$ cat config.mk
export PLATFORM = sky130hd
export DESIGN_NAME = router_port_ctrl_flat
export DESIGN_NICKNAME = d
export VERILOG_FILES = /design/src/rtl/router_port_ctrl_if.sv /design/src/rtl/router_port_ctrl.sv /design/src/flat_wrapper.sv
export SDC_FILE = /design/constraint.sdc
export NUM_CORES = 1
export LEC_CHECK = 0
export BUFFER_PORTS_ARGS = -buffer_cell sky130_fd_sc_hd__buf_2
export CORE_MARGIN = 2
export CORE_UTILIZATION = 51
export CTS_BUF_LIST = sky130_fd_sc_hd__clkbuf_2 sky130_fd_sc_hd__clkbuf_4 sky130_fd_sc_hd__clkbuf_8
export CTS_CLUSTER_DIAMETER = 80
export DETAILED_ROUTE_END_ITERATION = 10
export PLACE_DENSITY = 0.76
export SETUP_SLACK_MARGIN = 0.2
export SKIP_LAST_GASP = 1
export SYNTH_ARGS = -nofsm -noshare
export SYNTH_HDL_FRONTEND = slang
export SYNTH_SLANG_ARGS = --single-unit
$ cat constraint.sdc
create_clock -name clock -period 1.2 [get_ports clock]
set_input_delay 0.36 -clock clock [delete_from_list [all_inputs] [get_ports clock]]
set_output_delay 0.36 -clock clock [all_outputs]
set_load 0.02 [all_outputs]
$ cat src/rtl/router_port_ctrl_if.sv
// Signal bundle between router_fsm / output FIFOs and router_port_ctrl.
// clr_tout and tout_flag exist only when ROUTER_TOUT_STATUS_EN is defined.
interface router_port_ctrl_if;
   logic       detect_add;
   logic [1:0] data_in;
   logic       write_enb_reg;
   logic       read_enb_0;
   logic       read_enb_1;
   logic       read_enb_2;
   logic       empty_0;
   logic       empty_1;
   logic       empty_2;
   logic       full_0;
   logic       full_1;
   logic       full_2;
   logic [2:0] write_enb;
   logic       fifo_full;
   logic       vld_out_0;
   logic       vld_out_1;
   logic       vld_out_2;
   logic       soft_reset_0;
   logic       soft_reset_1;
   logic       soft_reset_2;
`ifdef ROUTER_TOUT_STATUS_EN
   logic       clr_tout;
   logic [2:0] tout_flag;
`endif

   modport master (
      output detect_add, data_in, write_enb_reg,
      output read_enb_0, read_enb_1, read_enb_2,
      output empty_0, empty_1, empty_2, full_0, full_1, full_2,
      input  write_enb, fifo_full, vld_out_0, vld_out_1, vld_out_2,
      input  soft_reset_0, soft_reset_1, soft_reset_2
`ifdef ROUTER_TOUT_STATUS_EN
      , output clr_tout
      , input  tout_flag
`endif
   );

   modport slave (
      input  detect_add, data_in, write_enb_reg,
      input  read_enb_0, read_enb_1, read_enb_2,
      input  empty_0, empty_1, empty_2, full_0, full_1, full_2,
      output write_enb, fifo_full, vld_out_0, vld_out_1, vld_out_2,
      output soft_reset_0, soft_reset_1, soft_reset_2
`ifdef ROUTER_TOUT_STATUS_EN
      , input  clr_tout
      , output tout_flag
`endif
   );
endinterface

$ cat src/rtl/router_port_ctrl.sv
// Port-side controller of the 1x3 router: address latch, FIFO write decode, full mux,
// valid outputs and per-port read timeout. ROUTER_TOUT_STATUS_EN adds sticky timeout flags.
module router_port_ctrl #(
   parameter int unsigned TIMEOUT = 30,
   parameter int unsigned CNT_W   = 5
) (
   input logic               clock,
   input logic               resetn,
   router_port_ctrl_if.slave bus
);
   localparam logic [CNT_W-1:0] CntLast = CNT_W'(TIMEOUT - 1);

   logic [1:0]       addr_q;
   logic [2:0]       vld;
   logic [2:0]       rd;
   logic [2:0]       idle;
   logic [2:0]       write_enb;
   logic             fifo_full;
   logic [CNT_W-1:0] cnt_q [3];
   logic [CNT_W-1:0] cnt_d [3];
   logic [2:0]       soft_reset_q;
   logic [2:0]       soft_reset_d;

   assign vld  = ~{bus.empty_2, bus.empty_1, bus.empty_0};
   assign rd   = {bus.read_enb_2, bus.read_enb_1, bus.read_enb_0};
   assign idle = vld & ~rd;

   // Decode uses the already latched address, so a header cycle never steers its own write.
   always_comb begin
      write_enb = 3'b000;
      fifo_full = 1'b0;
      case (addr_q)
         2'd0: begin
            write_enb = {2'b00, bus.write_enb_reg};
            fifo_full = bus.full_0;
         end
         2'd1: begin
            write_enb = {1'b0, bus.write_enb_reg, 1'b0};
            fifo_full = bus.full_1;
         end
         2'd2: begin
            write_enb = {bus.write_enb_reg, 2'b00};
            fifo_full = bus.full_2;
         end
         default: ;
      endcase
   end

   always_comb begin
      for (int i = 0; i < 3; i++) begin
         cnt_d[i]        = '0;
         soft_reset_d[i] = 1'b0;
         if (idle[i]) begin
            if (cnt_q[i] == CntLast) begin
               soft_reset_d[i] = 1'b1;
            end else begin
               cnt_d[i] = cnt_q[i] + CNT_W'(1);
            end
         end
      end
   end

   always_ff @(posedge clock) begin
      if (!resetn) begin
         addr_q       <= 2'b11;
         soft_reset_q <= 3'b000;
         for (int i = 0; i < 3; i++) begin
            cnt_q[i] <= '0;
         end
      end else begin
         if (bus.detect_add) begin
            addr_q <= bus.data_in;
         end
         soft_reset_q <= soft_reset_d;
         for (int i = 0; i < 3; i++) begin
            cnt_q[i] <= cnt_d[i];
         end
      end
   end

`ifdef ROUTER_TOUT_STATUS_EN
   logic [2:0] tout_flag_q;

   // A new timeout beats a clear arriving on the same edge.
   always_ff @(posedge clock) begin
      if (!resetn) begin
         tout_flag_q <= 3'b000;
      end else begin
         tout_flag_q <= (bus.clr_tout ? 3'b000 : tout_flag_q) | soft_reset_d;
      end
   end

   assign bus.tout_flag = tout_flag_q;
`endif

   assign bus.write_enb    = write_enb;
   assign bus.fifo_full    = fifo_full;
   assign bus.vld_out_0    = vld[0];
   assign bus.vld_out_1    = vld[1];
   assign bus.vld_out_2    = vld[2];
   assign bus.soft_reset_0 = soft_reset_q[0];
   assign bus.soft_reset_1 = soft_reset_q[1];
   assign bus.soft_reset_2 = soft_reset_q[2];
endmodule

$ cat src/flat_wrapper.sv
// flat-port wrapper written by rule: the top's interface ports become plain ports
module router_port_ctrl_flat 
#(
   parameter int unsigned TIMEOUT = 30,
   parameter int unsigned CNT_W   = 5
)
  (clock, resetn, bus_detect_add, bus_data_in, bus_write_enb_reg, bus_read_enb_0, bus_read_enb_1, bus_read_enb_2, bus_empty_0, bus_empty_1, bus_empty_2, bus_full_0, bus_full_1, bus_full_2, bus_write_enb, bus_fifo_full, bus_vld_out_0, bus_vld_out_1, bus_vld_out_2, bus_soft_reset_0, bus_soft_reset_1, bus_soft_reset_2);
  router_port_ctrl_if bus_i ();
  input logic clock;
  input logic resetn;
  input wire logic [$bits(bus_i.detect_add)-1:0] bus_detect_add;
  input wire logic [$bits(bus_i.data_in)-1:0] bus_data_in;
  input wire logic [$bits(bus_i.write_enb_reg)-1:0] bus_write_enb_reg;
  input wire logic [$bits(bus_i.read_enb_0)-1:0] bus_read_enb_0;
  input wire logic [$bits(bus_i.read_enb_1)-1:0] bus_read_enb_1;
  input wire logic [$bits(bus_i.read_enb_2)-1:0] bus_read_enb_2;
  input wire logic [$bits(bus_i.empty_0)-1:0] bus_empty_0;
  input wire logic [$bits(bus_i.empty_1)-1:0] bus_empty_1;
  input wire logic [$bits(bus_i.empty_2)-1:0] bus_empty_2;
  input wire logic [$bits(bus_i.full_0)-1:0] bus_full_0;
  input wire logic [$bits(bus_i.full_1)-1:0] bus_full_1;
  input wire logic [$bits(bus_i.full_2)-1:0] bus_full_2;
  output wire logic [$bits(bus_i.write_enb)-1:0] bus_write_enb;
  output wire logic [$bits(bus_i.fifo_full)-1:0] bus_fifo_full;
  output wire logic [$bits(bus_i.vld_out_0)-1:0] bus_vld_out_0;
  output wire logic [$bits(bus_i.vld_out_1)-1:0] bus_vld_out_1;
  output wire logic [$bits(bus_i.vld_out_2)-1:0] bus_vld_out_2;
  output wire logic [$bits(bus_i.soft_reset_0)-1:0] bus_soft_reset_0;
  output wire logic [$bits(bus_i.soft_reset_1)-1:0] bus_soft_reset_1;
  output wire logic [$bits(bus_i.soft_reset_2)-1:0] bus_soft_reset_2;
  assign bus_i.detect_add = bus_detect_add;
  assign bus_i.data_in = bus_data_in;
  assign bus_i.write_enb_reg = bus_write_enb_reg;
  assign bus_i.read_enb_0 = bus_read_enb_0;
  assign bus_i.read_enb_1 = bus_read_enb_1;
  assign bus_i.read_enb_2 = bus_read_enb_2;
  assign bus_i.empty_0 = bus_empty_0;
  assign bus_i.empty_1 = bus_empty_1;
  assign bus_i.empty_2 = bus_empty_2;
  assign bus_i.full_0 = bus_full_0;
  assign bus_i.full_1 = bus_full_1;
  assign bus_i.full_2 = bus_full_2;
  assign bus_write_enb = bus_i.write_enb;
  assign bus_fifo_full = bus_i.fifo_full;
  assign bus_vld_out_0 = bus_i.vld_out_0;
  assign bus_vld_out_1 = bus_i.vld_out_1;
  assign bus_vld_out_2 = bus_i.vld_out_2;
  assign bus_soft_reset_0 = bus_i.soft_reset_0;
  assign bus_soft_reset_1 = bus_i.soft_reset_1;
  assign bus_soft_reset_2 = bus_i.soft_reset_2;
  router_port_ctrl #(.TIMEOUT(TIMEOUT), .CNT_W(CNT_W)) u_core (.clock(clock), .resetn(resetn), .bus(bus_i));
endmodule
== Word-level counts from Yosys, hierarchy flattened ==
Memory sizes are Yosys's and may differ from the RTL's.
Index checks and enable logic that the tools add are counted.
Operators by class
  add/sub/neg operators: 3
  eq/ne operators: 5
  mux-type cells: 16
  bitwise gates (word level): 6
  reductions and logical operators: 4
Operators with widths (count)
  5-bit 2-to-1 mux: 9
  5-bit by 1-bit adder with 5-bit output (second input constant): 3
  5-bit == test (second input constant): 3
  3-bit case mux with 3 select lines: 1
  3-bit NOT: 2
  2-bit AND reduction: 3
  1-bit 2-to-1 mux: 5
  3-bit bitwise AND: 1
  1-bit bitwise OR: 3
  1-bit case mux with 3 select lines: 1
  2-bit by 1-bit == test with 1-bit output (second input constant): 1
  2-bit == test (second input constant): 1
  2-bit logical NOT: 1
Storage, ports and cells
  register bits: 5
  memory bits (writable): 15
  bits of input ports: 15
  output and inout bits: 10
  word-level logic and storage cells: 39
  memories: 1
Memory list
  u_core.cnt_q: words 3, width 5, read ports 3, clocked after Yosys merged registers in 0, wr ports 3, line router_port_ctrl.sv:19  | logic [CNT_W-1:0] cnt_q [3];

== Logic depth before layout (Yosys ltp) ==
Gate-level depths: netlist of run 1.
  depth in word-level cells: 4
  depth in mapped cells: 5
  mapped depth without buffers: 5

== Least setup slack after synthesis of run 1 ==
OpenSTA, ideal clock, no wires.
  kind: input to output
  start: input port bus_write_enb_reg
  end: output port bus_write_enb[0]
  arrival: 0.881 ns
  path slack: -0.041 ns
  cell stages on the path: 1
  cells stage by stage: nor3b_1
On the way
  longest elaborated chain between the ends: 1
Ends and longest elaborated chain
  start, declared: line flat_wrapper.sv:13  | input wire logic [$bits(bus_i.write_enb_reg)-1:0] bus_write_enb_reg;
  3-bit case mux with 3 select lines: line router_port_ctrl.sv:32  | case (addr_q)
  end, declared: line flat_wrapper.sv:23  | output wire logic [$bits(bus_i.write_enb)-1:0] bus_write_enb;
Every way passes these cells.

== Worst setup path after layout of run 1 ==
  start: register u_core.addr_q[1]
  end: output port bus_fifo_full
On the way
  longest elaborated chain between the ends: 2
  elaborated cells between the ends (all ways): 4
  those cells by class: 2 x eq/ne; 1 x mux; 1 x reduce/logical
Ends and longest elaborated chain
  start, declared: line router_port_ctrl.sv:13  | logic [1:0] addr_q;
  start signal, assigned: line router_port_ctrl.sv:72  | addr_q <= bus.data_in;
  2-bit == test, or another cell as far along: line router_port_ctrl.sv:32
  1-bit case mux with 3 select lines *: line router_port_ctrl.sv:32
  end, declared: line flat_wrapper.sv:24  | output wire logic [$bits(bus_i.fifo_full)-1:0] bus_fifo_full;
Every way passes the cells marked *; elsewhere a longest branch is shown, timed or not.

==> impl_metrics.ini, run 1 <==
[drt]
viasPerCell = 5.10
wirelength_mm = 1.66
route.detailed.drc = 0
drtIter0Drc = 7
antenna_left = 0
via_count = 688
first_pass_iters = 4
drt-wirelength-per-cell_um = 12.3

[status]
outcome = finished with violations
failed_checks = setup timing

[placement]
dpl.cell_count = 127
hpwl_mm = 1.04
placed_cell_area_um2 = 981
gp_congestion = 0.645
port_buffers = 24
place_ws_ns = -0.00781

[critical_path]
start_kind = flip-flop
worstPathArrival_ns = 1.19
crit_required_ns = 0.84
critPathTopFamily = flip-flops
critPathKind = flip-flop to output pin
crit_chain = mux2i_2, o21ai_2, buf_6
worst-path-max-fanout = 6
cp-end-kind = output pin
cp_num_buf_inv = 1
cpPeakStageDelay_ns = 0.41
slowest_stage = dfxtp_4

[clock_tree]
clk-insertion-delay-late_ns = 0.31
path_clk_slew_ns = 0.11
cts.sinks = 20
holdBufCountCts = 0
cts_buffers = 3
clockBufferDepth = 2
h-tree-depth = 1
cts_root_buffer = clkbuf_4
cts_tree = done

[synthesis]
ys_ff_latch = 20
yosysWarnings = 0
yosysSeqAreaShare_pct = 48.5
synth_top_area_share_pct = 48.5
synth_nets = 109
synth.area.top_cells = dfxtp_1 48%, nor2_1 9.5%, ha_1 9.1%, xor2_1 6.4%, mux2i_1 3.6%
avgSynthCellArea_um2 = 9.38
syn_area_um2 = 826
synthCells = 88
ys_types = 16
synth_area_leader_cell = dfxtp_1

[sta]
slew_viol_final = 0
setup_violations = 4
rsz0062_at_grt = yes
fin_worst_skew_ns = 0.00733
min_period_ns = 1.55
final_hold_viol_count = 0
worst_pin_slew_ns = 0.198
max-slew-margin-rel_pct = 86.5
maxClockFrequency_mhz = 647
setup_ws_ns = -0.346
final.period_utilization_pct = 129

[global_route]
grt_pass1_wl_mm = 2.55
antenna_found_initial = 0
grt_pass1_vias = 630
grt_max_degree = 12
track_usage_pct = 18.6
grt_overflow = 0

[final_layout]
drive_gt1_share_pct = 58.8
n_fill_cell = 94
multi_input_area_um2 = 504
layout-area-overhead-vs-synth_pct = 48.8
finalInstanceArea_mm2 = 0.00123
instances_no_fill = 135
final_cell_mix = 16 x nor2_1, 13 x buf_2, 11 x buf_6, 9 x dfxtp_1
nNetsFinal = 141
layout_commonest_cell = nor2_1
diodes = 0
seqCellArea_um2 = 427

[pwr]
worst_ir_drop_vdd_uv = 890
p_leak_nw = 0.493
power_density_mw_per_mm2 = 980

[floorplanning]
die_h_um = 44.2
fp.dieW_um = 44.2
core_mm2 = 0.00151
ios = 25
rows = 14
initial_utilization_pct = 54.8
die_area_mm2 = 0.00196

[run]
cap_viol_max_count = 0

[hold_path]
hold_class = input pin to flip-flop
[path summary, 6_finish.rpt]
path | start | endpoint | slack [ns] | depth (start not counted)
max | u_core.addr_q[1]$_SDFFE_PN1P_ | bus_fifo_full | -0.35 | 3
min | bus_data_in[1] | u_core.addr_q[1]$_SDFFE_PN1P_ | 0.28 | 3
max reg2reg | u_core.cnt_q[0][1]$_SDFF_PP0_ | u_core.cnt_q[0][3]$_SDFF_PP0_ | 0.19 | 5
min reg2reg | u_core.cnt_q[0][5]$_SDFF_PP0_ | u_core.cnt_q[0][5]$_SDFF_PP0_ | 0.47 | 1
[routing by layer]
layer,track usage [%],up-vias,part of all wire [%]
li1,-,352,-
met1,20.5,314,40
met2,32.1,20,53
met3,4.90,2,5.4
met4,10.9,0,1.6
met5,0,-,0
[metrics by stage]
step / setup TNS, ns / hold WS [ns] / utilization (%) / total power (W)
2_1_floorplan: 0 / 0.433 / - / 0.000755
3_3_place_gp: 0 / 0.448 / 65.1 / 0.000793
3_5_place_dp: -0.00781 / 0.463 / 65.1 / 0.000796
4_1_cts: -0.901 / 0.263 / 74.7 / 0.00119
5_1_grt: -1.08 / 0.291 / 81.6 / 0.00125
6_report: -0.932 / 0.282 / 81.6 / 0.00120
[synth_stat cells]
library cell,n
and3b_1,2
buf_2,1
dfxtp_1,20
ha_1,6
inv_1,6
mux2i_1,3
nand2_1,5
nand3_1,6
nand3_2,3
nand3b_1,1
nand4_1,3
nor2_1,21
nor3b_1,1
o21ai_1,1
xnor2_1,3
xor2_1,6
[worst register-to-register path: cells and delay by family (launching register included)]
kind / cells / cell delay (ns)
and+or+nand+nor: 3 / 0.39
DFF: 1 / 0.38
adders and majority gates: 1 / 0.14
buffers and inverters: 1 / 0.05
[sequential cells by signal, indices dropped and copies added (netlist names)]
| register | cells |
|---|---|
| u_core.soft_reset_q | 3 |
| u_core.addr_q | 2 |
| u_core.cnt_q | 15 |
[cell families (layout without fill, tap and decap cells)]
logic type / Yosys count / after routing / share of synthesized area, %
AND/OR/NAND/NOR: 42 / 42 / 25.3
multiplexers: 3 / 3 / 3.64
XOR/XNOR: 9 / 9 / 9.55
flip-flops: 20 / 20 / 48.5
adder cells (fa/ha/maj): 6 / 6 / 9.09
buffers and inverters: 7 / 38 / 3.33
AO/OA/AOI/OAI: 1 / 1 / 0.605
[where the power goes]
part	switching [W]	internal, W	total [W]
Sequential	0.0000167	0.000667	0.000684
Combinational	0.0000602	0.0000642	0.000124
Clock	0.000210	0.000185	0.000395
[cell type report]
cell class / instances / share of cell area, %
clock buffer: 4 / 2.95
multi-input combinational: 61 / 41.0
sequential: 20 / 34.7
tap: 16 / 1.63
inverter: 6 / 1.83
timing repair buffer: 28 / 17.8
[repair_timing]
item | in CTS | in global routing
pin swaps | 7 | 8
setup endpoints to repair | 25 | 26
buffers inserted | 1 | 3
gates cloned | 0 | 0
resized for setup | 34 | 26
endpoints found under the hold margin | 0 | 0
No activity file was read; power rests on OpenSTA's default activity.
==> run 2, diff against run 1 <==
--- a/config.mk
+++ b/config.mk
@@ -11,7 +11,7 @@
 export CTS_BUF_LIST = sky130_fd_sc_hd__clkbuf_2 sky130_fd_sc_hd__clkbuf_4 sky130_fd_sc_hd__clkbuf_8
 export CTS_CLUSTER_DIAMETER = 80
 export DETAILED_ROUTE_END_ITERATION = 10
-export PLACE_DENSITY = 0.76
+export PLACE_DENSITY_LB_ADDON = 0.08
 export SETUP_SLACK_MARGIN = 0.2
 export SKIP_LAST_GASP = 1
 export SYNTH_ARGS = -nofsm -noshare
==> impl_metrics.ini, run 2 (synthesis gave the netlist of run 1 again) <==
[status]
outcome = finished with violations
failed_checks = setup timing

[clock_tree]
cts_tree = done
h-tree-depth = 1
clk-insertion-delay-late_ns = 0.30
cts_buffers = 3
path_clk_slew_ns = 0.11
holdBufCountCts = 0
clockBufferDepth = 2
cts.sinks = 20
cts_root_buffer = clkbuf_4

[final_layout]
multi_input_area_um2 = 502
drive_gt1_share_pct = 57.5
layout_commonest_cell = nor2_1
top_register = u_core.cnt_q
largest_reg_flops = 15
diodes = 0
instances_no_fill = 136
largest_registers = u_core.cnt_q (15), u_core.soft_reset_q (3), u_core.addr_q (2)
nNetsFinal = 142
final_cell_mix = 17 x nor2_1, 14 x buf_2, 11 x buf_6, 9 x dfxtp_1
seqCellArea_um2 = 429
layout-area-overhead-vs-synth_pct = 49.4
n_fill_cell = 89

[floorplanning]
core_mm2 = 0.00151
fp.dieW_um = 44.2
initial_utilization_pct = 54.8
die_h_um = 44.2
ios = 25
rows = 14
die_area_mm2 = 0.00196

[sta]
rsz0062_at_grt = yes
setup_ws_ns = -0.284
slew_viol_final = 0
fin_worst_skew_ns = 0.00157
min_period_ns = 1.48
max-slew-margin-rel_pct = 86.3
final.period_utilization_pct = 124
setup_violations = 4
maxClockFrequency_mhz = 674
worst_pin_slew_ns = 0.205
final_hold_viol_count = 0

[critical_path]
crit_chain = buf_4, nor3b_4, buf_6
start_kind = flip-flop
worst-path-max-fanout = 6
cpPeakStageDelay_ns = 0.38
critPathTopFamily = flip-flops
critPathKind = flip-flop to output pin
worstPathArrival_ns = 1.12
cp-end-kind = output pin
slowest_stage = dfxtp_4
crit_required_ns = 0.84
cp_num_buf_inv = 2

[placement]
port_buffers = 24
dpl.cell_count = 127
gp_congestion = 0.740
hpwl_mm = 1.07
place_ws_ns = 0.00977

[drt]
first_pass_iters = 4
wirelength_mm = 1.61
via_count = 690
drtIter0Drc = 4
antenna_left = 0
viasPerCell = 5.07
route.detailed.drc = 0
drt-wirelength-per-cell_um = 11.9

[global_route]
grt_pass1_wl_mm = 2.53
grt_pass1_vias = 643
grt_overflow = 0
grt_max_degree = 12
antenna_found_initial = 0
track_usage_pct = 17.8

[pwr]
worst_ir_drop_vdd_uv = 996
p_leak_nw = 0.496
power_density_mw_per_mm2 = 965

[run]
cap_viol_max_count = 0

[hold_path]
hold_class = input pin to flip-flop
-- run 2: changes by cell type in the layout (fill, tap and decap cells not counted) --
cell     previous run  this run
dfxtp_4             5         6
dfxtp_2             6         5
xor2_2              1         0
nand3_2             4         5
buf_2              13        14
ha_1                0         1
ha_2                2         0
nand3_1             5         4
ha_4                4         5
nor2_4              1         0
nor2_1             16        17
xor2_1              5         6
-- run 2: metrics by stage --
step | TNS, ns | area, um2 | hold WS, ns | total power [W] | util, %
floorplan | 0 | 846 | 0.433 | 0.000755 | -
global placement | 0 | 981 | 0.448 | 0.000793 | 65.1
detailed placement | 0 | 981 | 0.462 | 0.000797 | 65.1
CTS | -0.893 | 1100 | 0.269 | 0.00119 | 73.2
global route | -1.08 | 1230 | 0.274 | 0.00124 | 81.9
finish | -0.940 | 1230 | 0.274 | 0.00119 | 81.9
-- run 2: worst paths after layout --
| check | start | endpoint | slack [ns] | cells past startpoint |
|---|---|---|---|---|
| worst max-delay path | u_core.addr_q[1]$_SDFFE_PN1P_ | bus_write_enb[0] | -0.28 | 3 |
| worst min-delay path | bus_data_in[0] | u_core.addr_q[0]$_SDFFE_PN1P_ | 0.27 | 3 |
| worst max register to register | u_core.cnt_q[0][6]$_SDFF_PP0_ | u_core.cnt_q[0][9]$_SDFF_PP0_ | 0.20 | 5 |
| worst min register to register | u_core.cnt_q[0][10]$_SDFF_PP0_ | u_core.cnt_q[0][10]$_SDFF_PP0_ | 0.47 | 1 |
-- run 2: layout make-up --
| class | instances | area share, % |
|---|---|---|
| sequential | 20 | 34.8 |
| multi-input combinational | 61 | 40.7 |
| clock buffer | 4 | 2.94 |
| timing repair buffer | 29 | 18.2 |
| inverter | 6 | 1.83 |
| tap | 16 | 1.62 |
-- run 2: power breakdown --
part / switching (W) / total [W] / internal (W)
clock: 0.000198 / 0.000383 / 0.000185
combinational: 0.0000595 / 0.000126 / 0.0000668
sequential: 0.0000162 / 0.000682 / 0.000666
total: 0.000273 / 0.00119 / 0.000918
-- run 2: metal layers --
metal  global-route usage, %  vias to the layer above  routed length, um
met5                       0                        -                  0
met4                    7.27                        0                 27
met2                    33.8                       17                845
li1                        -                      352                  -
met3                    4.90                        4                 78
met1                    18.0                      317                662
-- run 2: what timing repair did --
action                                  CTS  global route
pin swaps                                 3            17
endpoints found under the setup margin   25            26
hold endpoints to repair                  0             0
gates resized for setup                  28            31
buffers inserted                          2             3
-- run 2: worst register-to-register path, stage by stage (launching register included) --
cell and delay, ns:
dfxtp_2 0.37, buf_6 0.10, ha_4 0.13, nand3_2 0.06
xor2_1 0.19, nor2_2 0.06
